`src/rtl/adder_pkg.sv`:
```
// Shared types and elaboration helpers for the digit-serial adder.
package adder_pkg;

  typedef enum logic [1:0] {
    IDLE = 2'd0,
    RUN  = 2'd1,
    DONE = 2'd2
  } state_e;

  function automatic int num_digits(input int width, input int digit);
    return width / digit;
  endfunction

  // Digit counter width; a single-digit operation still needs a 1-bit counter.
  function automatic int cnt_width(input int width, input int digit);
    int n;
    n = width / digit;
    return (n <= 1) ? 1 : $clog2(n);
  endfunction

  function automatic bit params_ok(input int width, input int digit);
    return (width >= 2) && (digit >= 1) && (digit <= width) && ((width % digit) == 0);
  endfunction

endpackage

```
`src/rtl/digit_adder.sv`:
```
// Combinational ripple of DIGIT full-adder cells; also exposes the carry into the top bit.
module digit_adder
  import adder_pkg::*;
#(
  parameter int DIGIT = 1
) (
  input  logic [DIGIT-1:0] x,
  input  logic [DIGIT-1:0] y,
  input  logic             ci,
  output logic [DIGIT-1:0] s,
  output logic             co,
  output logic             c_msb
);

  logic c;

  always_comb begin
    c     = ci;
    c_msb = ci;
    s     = '0;
    for (int i = 0; i < DIGIT; i++) begin
      if (i == DIGIT - 1) c_msb = c;
      s[i] = x[i] ^ y[i] ^ c;
      c    = (x[i] & y[i]) | (c & (x[i] ^ y[i]));
    end
    co = c;
  end

endmodule

```
`src/rtl/serial_adder.sv`:
```
// Digit-serial adder: one digit_adder slice reused WIDTH/DIGIT times, LSB digit first,
// with a start/ready/done handshake and registered sum, carry-out and signed overflow.
module serial_adder
  import adder_pkg::*;
#(
  parameter int WIDTH = 8,
  parameter int DIGIT = 1
) (
  input  logic             clk,
  input  logic             rst_n,
  input  logic             start,
  input  logic [WIDTH-1:0] a,
  input  logic [WIDTH-1:0] b,
  input  logic             cin,
  output logic             ready,
  output logic             busy,
  output logic             done,
  output logic [WIDTH-1:0] sum,
  output logic             cout,
  output logic             overflow
);

  localparam int N  = num_digits(WIDTH, DIGIT);
  localparam int CW = cnt_width(WIDTH, DIGIT);
  localparam logic [CW-1:0] LAST = CW'(N - 1);

  if (!params_ok(WIDTH, DIGIT)) begin : g_param_check
    $error("serial_adder: WIDTH must be >= 2 and an integer multiple of DIGIT");
  end

  state_e           state_q;
  logic             ready_q, busy_q, done_q;
  logic [WIDTH-1:0] a_q, b_q, psum_q, sum_q;
  logic             carry_q, cout_q, ovf_q;
  logic [CW-1:0]    cnt_q;

  logic [DIGIT-1:0] dig_s;
  logic             dig_co, dig_cmsb;
  logic [WIDTH-1:0] psum_d;

  digit_adder #(.DIGIT(DIGIT)) u_digit (
    .x     (a_q[DIGIT-1:0]),
    .y     (b_q[DIGIT-1:0]),
    .ci    (carry_q),
    .s     (dig_s),
    .co    (dig_co),
    .c_msb (dig_cmsb)
  );

  // New digit enters from the MSB side so the LSB digit ends up at bit 0 after N steps.
  assign psum_d = (psum_q >> DIGIT) | (WIDTH'(dig_s) << (WIDTH - DIGIT));

  always_ff @(posedge clk or negedge rst_n) begin
    if (!rst_n) begin
      state_q <= IDLE;
      ready_q <= 1'b1;
      busy_q  <= 1'b0;
      done_q  <= 1'b0;
      a_q     <= '0;
      b_q     <= '0;
      carry_q <= 1'b0;
      cnt_q   <= '0;
      psum_q  <= '0;
      sum_q   <= '0;
      cout_q  <= 1'b0;
      ovf_q   <= 1'b0;
    end else begin
      done_q <= 1'b0;
      case (state_q)
        IDLE, DONE: begin
          if (start) begin
            a_q     <= a;
            b_q     <= b;
            carry_q <= cin;
            cnt_q   <= '0;
            state_q <= RUN;
            ready_q <= 1'b0;
            busy_q  <= 1'b1;
          end else begin
            state_q <= IDLE;
            ready_q <= 1'b1;
            busy_q  <= 1'b0;
          end
        end
        RUN: begin
          a_q     <= a_q >> DIGIT;
          b_q     <= b_q >> DIGIT;
          carry_q <= dig_co;
          psum_q  <= psum_d;
          if (cnt_q == LAST) begin
            sum_q   <= psum_d;
            cout_q  <= dig_co;
            ovf_q   <= dig_co ^ dig_cmsb;
            done_q  <= 1'b1;
            state_q <= DONE;
            ready_q <= 1'b1;
            busy_q  <= 1'b0;
          end else begin
            cnt_q <= cnt_q + CW'(1);
          end
        end
        default: begin
          state_q <= IDLE;
          ready_q <= 1'b1;
          busy_q  <= 1'b0;
        end
      endcase
    end
  end

  assign ready    = ready_q;
  assign busy     = busy_q;
  assign done     = done_q;
  assign sum      = sum_q;
  assign cout     = cout_q;
  assign overflow = ovf_q;

endmodule

```
`config.mk`:
```
export PLATFORM = sky130hd
export DESIGN_NAME = serial_adder
export DESIGN_NICKNAME = d
export VERILOG_FILES = /design/src/rtl/adder_pkg.sv /design/src/rtl/digit_adder.sv /design/src/rtl/serial_adder.sv
export SDC_FILE = /design/constraint.sdc
export NUM_CORES = 1
export LEC_CHECK = 0
export BUFFER_PORTS_ARGS = -buffer_cell sky130_fd_sc_hd__buf_2
export CORE_MARGIN = 3
export CORE_UTILIZATION = 35
export CTS_CLUSTER_SIZE = 28
export DETAILED_ROUTE_END_ITERATION = 16
export PLACE_DENSITY_LB_ADDON = 0.1
export SLEW_MARGIN = 15
export SYNTH_ARGS = -nofsm -noshare
export SYNTH_HDL_FRONTEND = slang
export SYNTH_SLANG_ARGS = --single-unit
```
`constraint.sdc`:
```
create_clock -name clk -period 2.5 [get_ports clk]
set_input_delay 0 -clock clk [delete_from_list [all_inputs] [get_ports clk]]
set_output_delay 0 -clock clk [all_outputs]
set_load 0.01 [all_outputs]
```
# ---- Yosys cells after proc, flatten, opt, wreduce, memory -nomap -nowiden
# Cells that the tools add are included.
dict set report classes {
  n_bitwise 7
  n_addsub 1
  reduce_logical 6
  muxes 20
  n_eq_ne 6
}
# op count
set ops {}
lappend ops {{8-bit case mux with 2 select lines} 2}
lappend ops {{8-bit 2-to-1 mux} 2}
lappend ops {{1-bit 2-to-1 mux} 8}
lappend ops {{7-bit by 8-bit bitwise OR with 8-bit output} 1}
lappend ops {{3-bit 2-to-1 mux} 2}
lappend ops {{2-bit inequality test, second input constant} 3}
lappend ops {{1-bit case mux with 2 select lines} 3}
lappend ops {{3-bit case mux with 2 select lines} 1}
lappend ops {{2-bit case mux with 2 select lines} 1}
lappend ops {{2-bit AND reduction} 2}
lappend ops {{3-bit by 1-bit adder with 3-bit output, second input constant} 1}
lappend ops {{3-bit equality test, second input constant} 1}
lappend ops {{3-bit AND reduction} 1}
lappend ops {{1-bit XOR} 3}
lappend ops {{1-bit AND} 2}
lappend ops {{2-bit by 1-bit equality test with 1-bit output, second input constant} 1}
lappend ops {{2-bit equality test, second input constant} 1}
lappend ops {{2-bit zero test} 1}
lappend ops {{2-bit 2-to-1 mux} 1}
lappend ops {{2-bit nonzero test} 1}
lappend ops {{2-bit OR reduction} 1}
lappend ops {{1-bit bitwise OR} 1}
dict set report totals {
  in_bits 20
  out_inout_bits 13
  wordCells 52
  reg_bits 43
}

# ---- Longest topological paths before layout
dict set report logic_depth {
  ltp_word 4
  ltp_mapped 6
  depth_no_buf 5
}

# ---- By module
# Synthesis repeated with hierarchy kept, for this count alone.
dict set report hier_totals {
  hier_cells 150
  area_unflattened_um2 1829.3
}
# mod cells_per_inst area_per_inst_um2 seq_area_each_um2 n_inst
set modules_own_cells {}
lappend modules_own_cells {serial_adder 148 1801.7 1052.3 1}
lappend modules_own_cells {digit_adder 2 27.5 0.0 1}

# ---- Worst setup path before layout
# No wires, ideal clock.
dict set report synth_path {
  path_kind {register to register}
  startpoint {register cnt_q[0]}
  endpoint {register cout_q (netlist: cout)}
  path_buffers 1
  arrival_time_ns 1.413
  synth_period_minus_slack_ns 1.538
  setup_time_ns 0.125
  setup_slack_ns 0.962
  path_stages_with_launch 6
  cell_sequence {dfrtp_1 -> ha_1 -> ha_1 -> nand3b_4 -> buf_2 -> mux2_2}
}
dict set report synth_between {
  elab_chain_len 2
}
# item line
set synth_lines {}
lappend synth_lines {{start, declared} serial_adder.sv:35} ;# logic [CW-1:0] cnt_q;
lappend synth_lines {{start signal, assigned} serial_adder.sv:99} ;# cnt_q <= cnt_q + CW'(1);
lappend synth_lines {{3-bit equality test} serial_adder.sv:90} ;# if (cnt_q == LAST) begin
lappend synth_lines {{2-bit AND reduction (no line)} -}
lappend synth_lines {{end signal, assigned} serial_adder.sv:92} ;# cout_q <= dig_co;
lappend synth_lines {{end, declared} serial_adder.sv:34} ;# logic carry_q, cout_q, ovf_q;
# Every way passes these cells.
# A chain may end at the register's enable or synchronous reset.

# ---- Worst setup path in the final report
dict set report layout_path {
  startpoint {register cnt_q[0]}
  endpoint {register cnt_q[0]}
}
dict set report layout_between {
  elab_chain_len 3
  word_cells_on_any_way 6
  classes_between {add/sub (1); eq/ne (2); mux (2); reduce/logical (1)}
}
# item line
set layout_lines {}
lappend layout_lines {{3-bit by 1-bit adder with 3-bit output or 3-bit equality test (tied branches)} {serial_adder.sv:99, serial_adder.sv:90}}
lappend layout_lines {{3-bit 2-to-1 mux or 2-bit inequality test (tied branches)} -}
lappend layout_lines {{3-bit case mux with 2 select lines or 3-bit AND reduction (tied branches)} -}
# Parallel ways exist; a longest one is shown, timed or not. The select of a mux whose other input is x is not followed.

==> summary by stage <==
Synth
By count the netlist is led by dfrtp_1 (41), mux2_2 (16), a21oi_1 (14), inv_1 (10). The synthesized area divided by synthesized cell count is 12.2 µm². The count of mapped cells out of synthesis is 154. The post-synthesis cell type count is 28. The fraction of synthesis flops using an asynchronous set or reset pin is 100%. The flip-flop and latch count after synthesis is 42. In the post-synthesis netlist, the biggest area contributors are dfrtp_1 (55%), mux2_2 (9.6%), mux2i_1 (4.3%).

For this run, the leading register cell type out of synthesis is dfrtp_1. The number of nets in the synthesized netlist is 177. The total standard cell area after synthesis is 1870 µm². During synthesis, Yosys emitted a total of 0 warnings. The area share of the leading cell type in the synthesized netlist is 54.8%. Sequential elements use a little under three fifths of the synthesized area. The most used standard cell by instance count after synthesis is dfrtp_1. The cell taking the most area after synthesis is dfrtp_1.

In this run, synthesis inferred 0 flip-flops with an integrated enable.

Global routing
The via count of the first global-routing pass is 1305. Entering global routing, the biggest net connects 43 pins. The sum of overflow across all layers after global routing is 0.

The first global-routing pass estimated between 6000 and 7000 µm of wire. The number of antenna violations at the first check in global routing is 0. Across every metal layer, demand over resource in global routing totals 12.9%.

Floorplan
The floorplan step defined a die boundary enclosing 6260 µm². In this run the count of I/O pins placed on the die edge is 33. In this run the core area contains 25 standard-cell rows.

The die is 79.1 µm tall. The core region is 4940 µm². For this configuration, the core starts out at a cell density of 37.9%. In this run the horizontal extent of the chip is 79.1 µm.

Critical path
The number of cells on the worst reg-to-reg path is 5. The signal on the critical path passes through ha_1, ha_1, nor2_1, xor2_1, a22o_1. In this run the critical register-to-register path is launched from cnt_q[0].

The kind of cell with the highest combined delay along the critical path is adder cells. At the worst endpoint, the required time is 2680 ps. The worst setup slack for register-to-register paths is 840 ps. By instance count, the cell type seen most on the critical path is ha_1. For this design, the slowest cell found on the critical path is dfrtp_1. The arrival time at the worst endpoint is 1840 ps. The number of buffer and inverter stages on the critical path is 0. The setup path with the least slack is of type reg -> reg.

The type of destination of the critical path is a flop. The maximum fanout encountered on the critical timing path is 7. The biggest cell delay along the critical path is 410 ps. The sort of element at the start of the critical path is a flop. The critical path runs through a total of 5 cells.

The capture point of the worst reg-to-reg path is cnt_q[0]. The most critical setup path has its endpoint at cnt_q[0]. The startpoint of the worst setup timing path is cnt_q[0].

Placement
The count of buffers from port buffering is 32. The placer's final routability congestion estimate is 0.693. Once detailed placement completed, the half-perimeter wirelength came to ~2400 µm.

Including well taps, the total number of placed cells is 244.

Detailed routing
The iteration count of the initial detailed-routing pass is 4. The via count is between 1000 and 1500. The DRC violation count after routing is 0. The number of violations reported at the end of detailed-routing iteration 0 is 48. The wire length on met3 is around 160 µm. Dividing the detail-routed via count by the number of cells gives 4.87.

The routed length on met1 is 1640 µm. Summed over all nets, wire length on met2 after detailed routing comes to 1720 µm. The total routed wirelength is 3580 µm. Routed signal wires occupy layers up through met4. The number of nets with antenna violations after detailed routing is 0. After detailed routing, the average wire length per cell comes to 13.5 µm.

CTS
The number of gates resized after CTS was 0. The CTS H-tree depth is 2. The clock insertion delay at the later pin of the skew report is 290 ps. In this run, CTS created clock tree buffers numbering 5.

TritonCTS built the clock tree. The cell at the root of the clock tree is clkbuf_8. The maximum root-to-sink buffer count is 2. CTS saw 42 sinks. After clock tree synthesis, the clock-pin slew on the worst setup and hold paths is 80 ps.

STA
The number of hold violations in the final report is 0. The worst clock skew is between 6 and 7 ps. In the final timing run, aggregate negative setup slack is 0 ps. The max-slew violation count is 0. Setup repair after global routing left no endpoint under its margin. After layout, the worst path uses 66.3% of the clock period. The worst pin sits at a relative slew slack of a little under two fifths. The final critical path time including I/O delays and setup is 1660 ps. For the pin with the worst max-slew slack, the measured transition is 943 ps. The setup-violating endpoint count in the final report is 0. The peak clock frequency supported by timing is 0.603 GHz.

Power
In this run the static leakage power is approximately 0.0011 µW. After layout, the design draws a total of 2770 µW. The worst voltage drop across the vdd grid is ~560 µV. The sequential power share is a little over two fifths.

The power per cell area is 1200 nW/µm². The share of power burned in combinational logic is between 30% and 40%. Net switching is 34.0% of the power. The share of total power in the clock network is 19.1%. The internal portion of the total power is roughly 1800 µW. The switching power summed over all nets is 941 µW.

Final layout
The final layout contains 221 nets. In the final layout, the share of cells above drive strength 1 is 30.7%. The repair_antennas step left the layout with diodes totalling 0.

From synthesis to final layout, the design area changed by 22.9%. For this run, the number of standard cells in the final layout without fillers is 266.

Flow run
The number of violations of the max-capacitance limit is 0.

Hold path
The path type of the worst min-delay path is in -> reg.

Outcome
The flow ran to the end, and the final reports show no timing, DRC or antenna violations.
## worst min-delay path, stage by stage
cell and delay [ps]:
buf_2 90, o22ai_1 100, a21oi_1 70
## power by group through the flow
stage / combinational [µW] / sequential (µW) / clock (µW)
finish: 1030 / 1210 / 530
global route: 1160 / 1260 / 584
CTS: 1050 / 1220 / 547
detailed placement: 1040 / 1230 / 0
global placement: 995 / 1220 / 0
floorplan: 785 / 1210 / 0
## stage by stage
step | util (%) | hold slack, ps | worst slack (ps) | area [µm²]
after detailed placement | 41.5 | 204 | 852 | 2050
final | 46.5 | 9.89 | 842 | 2300
after CTS | 46.5 | 2.47 | 833 | 2300
after global placement | 41.5 | 197 | 937 | 2050
after floorplan | - | -296 | 962 | 1870
after global routing | 46.5 | 6.53 | 781 | 2300
## cell usage in the layout, fill, tap and decap left out, types with 2 or more instances in the layout
cell and n:
buf_2 32, a21oi_1 14, nand3_1 4, mux2i_1 8, a211oi_1 7, clkbuf_8 5, o21ai_0 2, nor2_1 3
ha_1 2, o22ai_1 7, o211ai_1 2, mux2_2 16, nor2b_1 8, dfrtp_1 41, nand2_1 8, a22o_1 2
inv_1 10, clkinv_2 2, dlygate4sd3_1 14
## repair_timing
| action | in CTS | in global routing |
|---|---|---|
| hold endpoints to repair | 54 | 0 |
| buffers inserted | 0 | 0 |
| hold buffers | 14 | 0 |
## sequential cells by signal, summed over array words and instances, names as in the netlist
| name | flops |
|---|---|
| a_q | 8 |
| b_q | 8 |
| busy | 1 |
| carry_q | 1 |
| cnt_q | 3 |
| cout | 1 |
| done | 1 |
| overflow | 1 |
| psum_q | 7 |
| ready | 1 |
| state_q | 2 |
| sum | 8 |
## how the worst min path moves through the flow
stage,depth (start not counted),end,start,slack [ps]
after global routing,3,b_q[2],b[2],7
after global placement,1,overflow,rst_n,200
after detailed placement,1,overflow,rst_n,200
final,3,b_q[2],b[2],10
after CTS,3,b_q[2],b[2],2
after floorplan,0,a_q[0],rst_n,-300
## final cells by class
type,count,area (µm²)
fill,502,2640
multi-input combinational,92,709
inverter,10,37.5
timing repair buffer,47,308
clock buffer,5,68.8
clock inverter,3,40.0
sequential,42,1050
tap,67,83.8
## logic make-up (layout without fill, tap and decap cells)
kind of cell	count (synthesis)	count (layout)	share of synthesized area (%)
flops	42	42	56.2
compound gates	36	36	12.1
simple gates	27	27	8.56
mux	24	24	13.9
buf+inv	20	65	5.88
fa+ha+maj	3	3	2.41
xor+xnor	2	2	0.936
## per-layer routing
metal / vias to the layer above / GRT usage [%]
met5: - / 0
met4: 0 / 5.15
met3: 8 / 3.51
met2: 29 / 19.4
met1: 634 / 17.4
li1: 624 / -
Note: power is estimated with default switching activity, not from simulation.
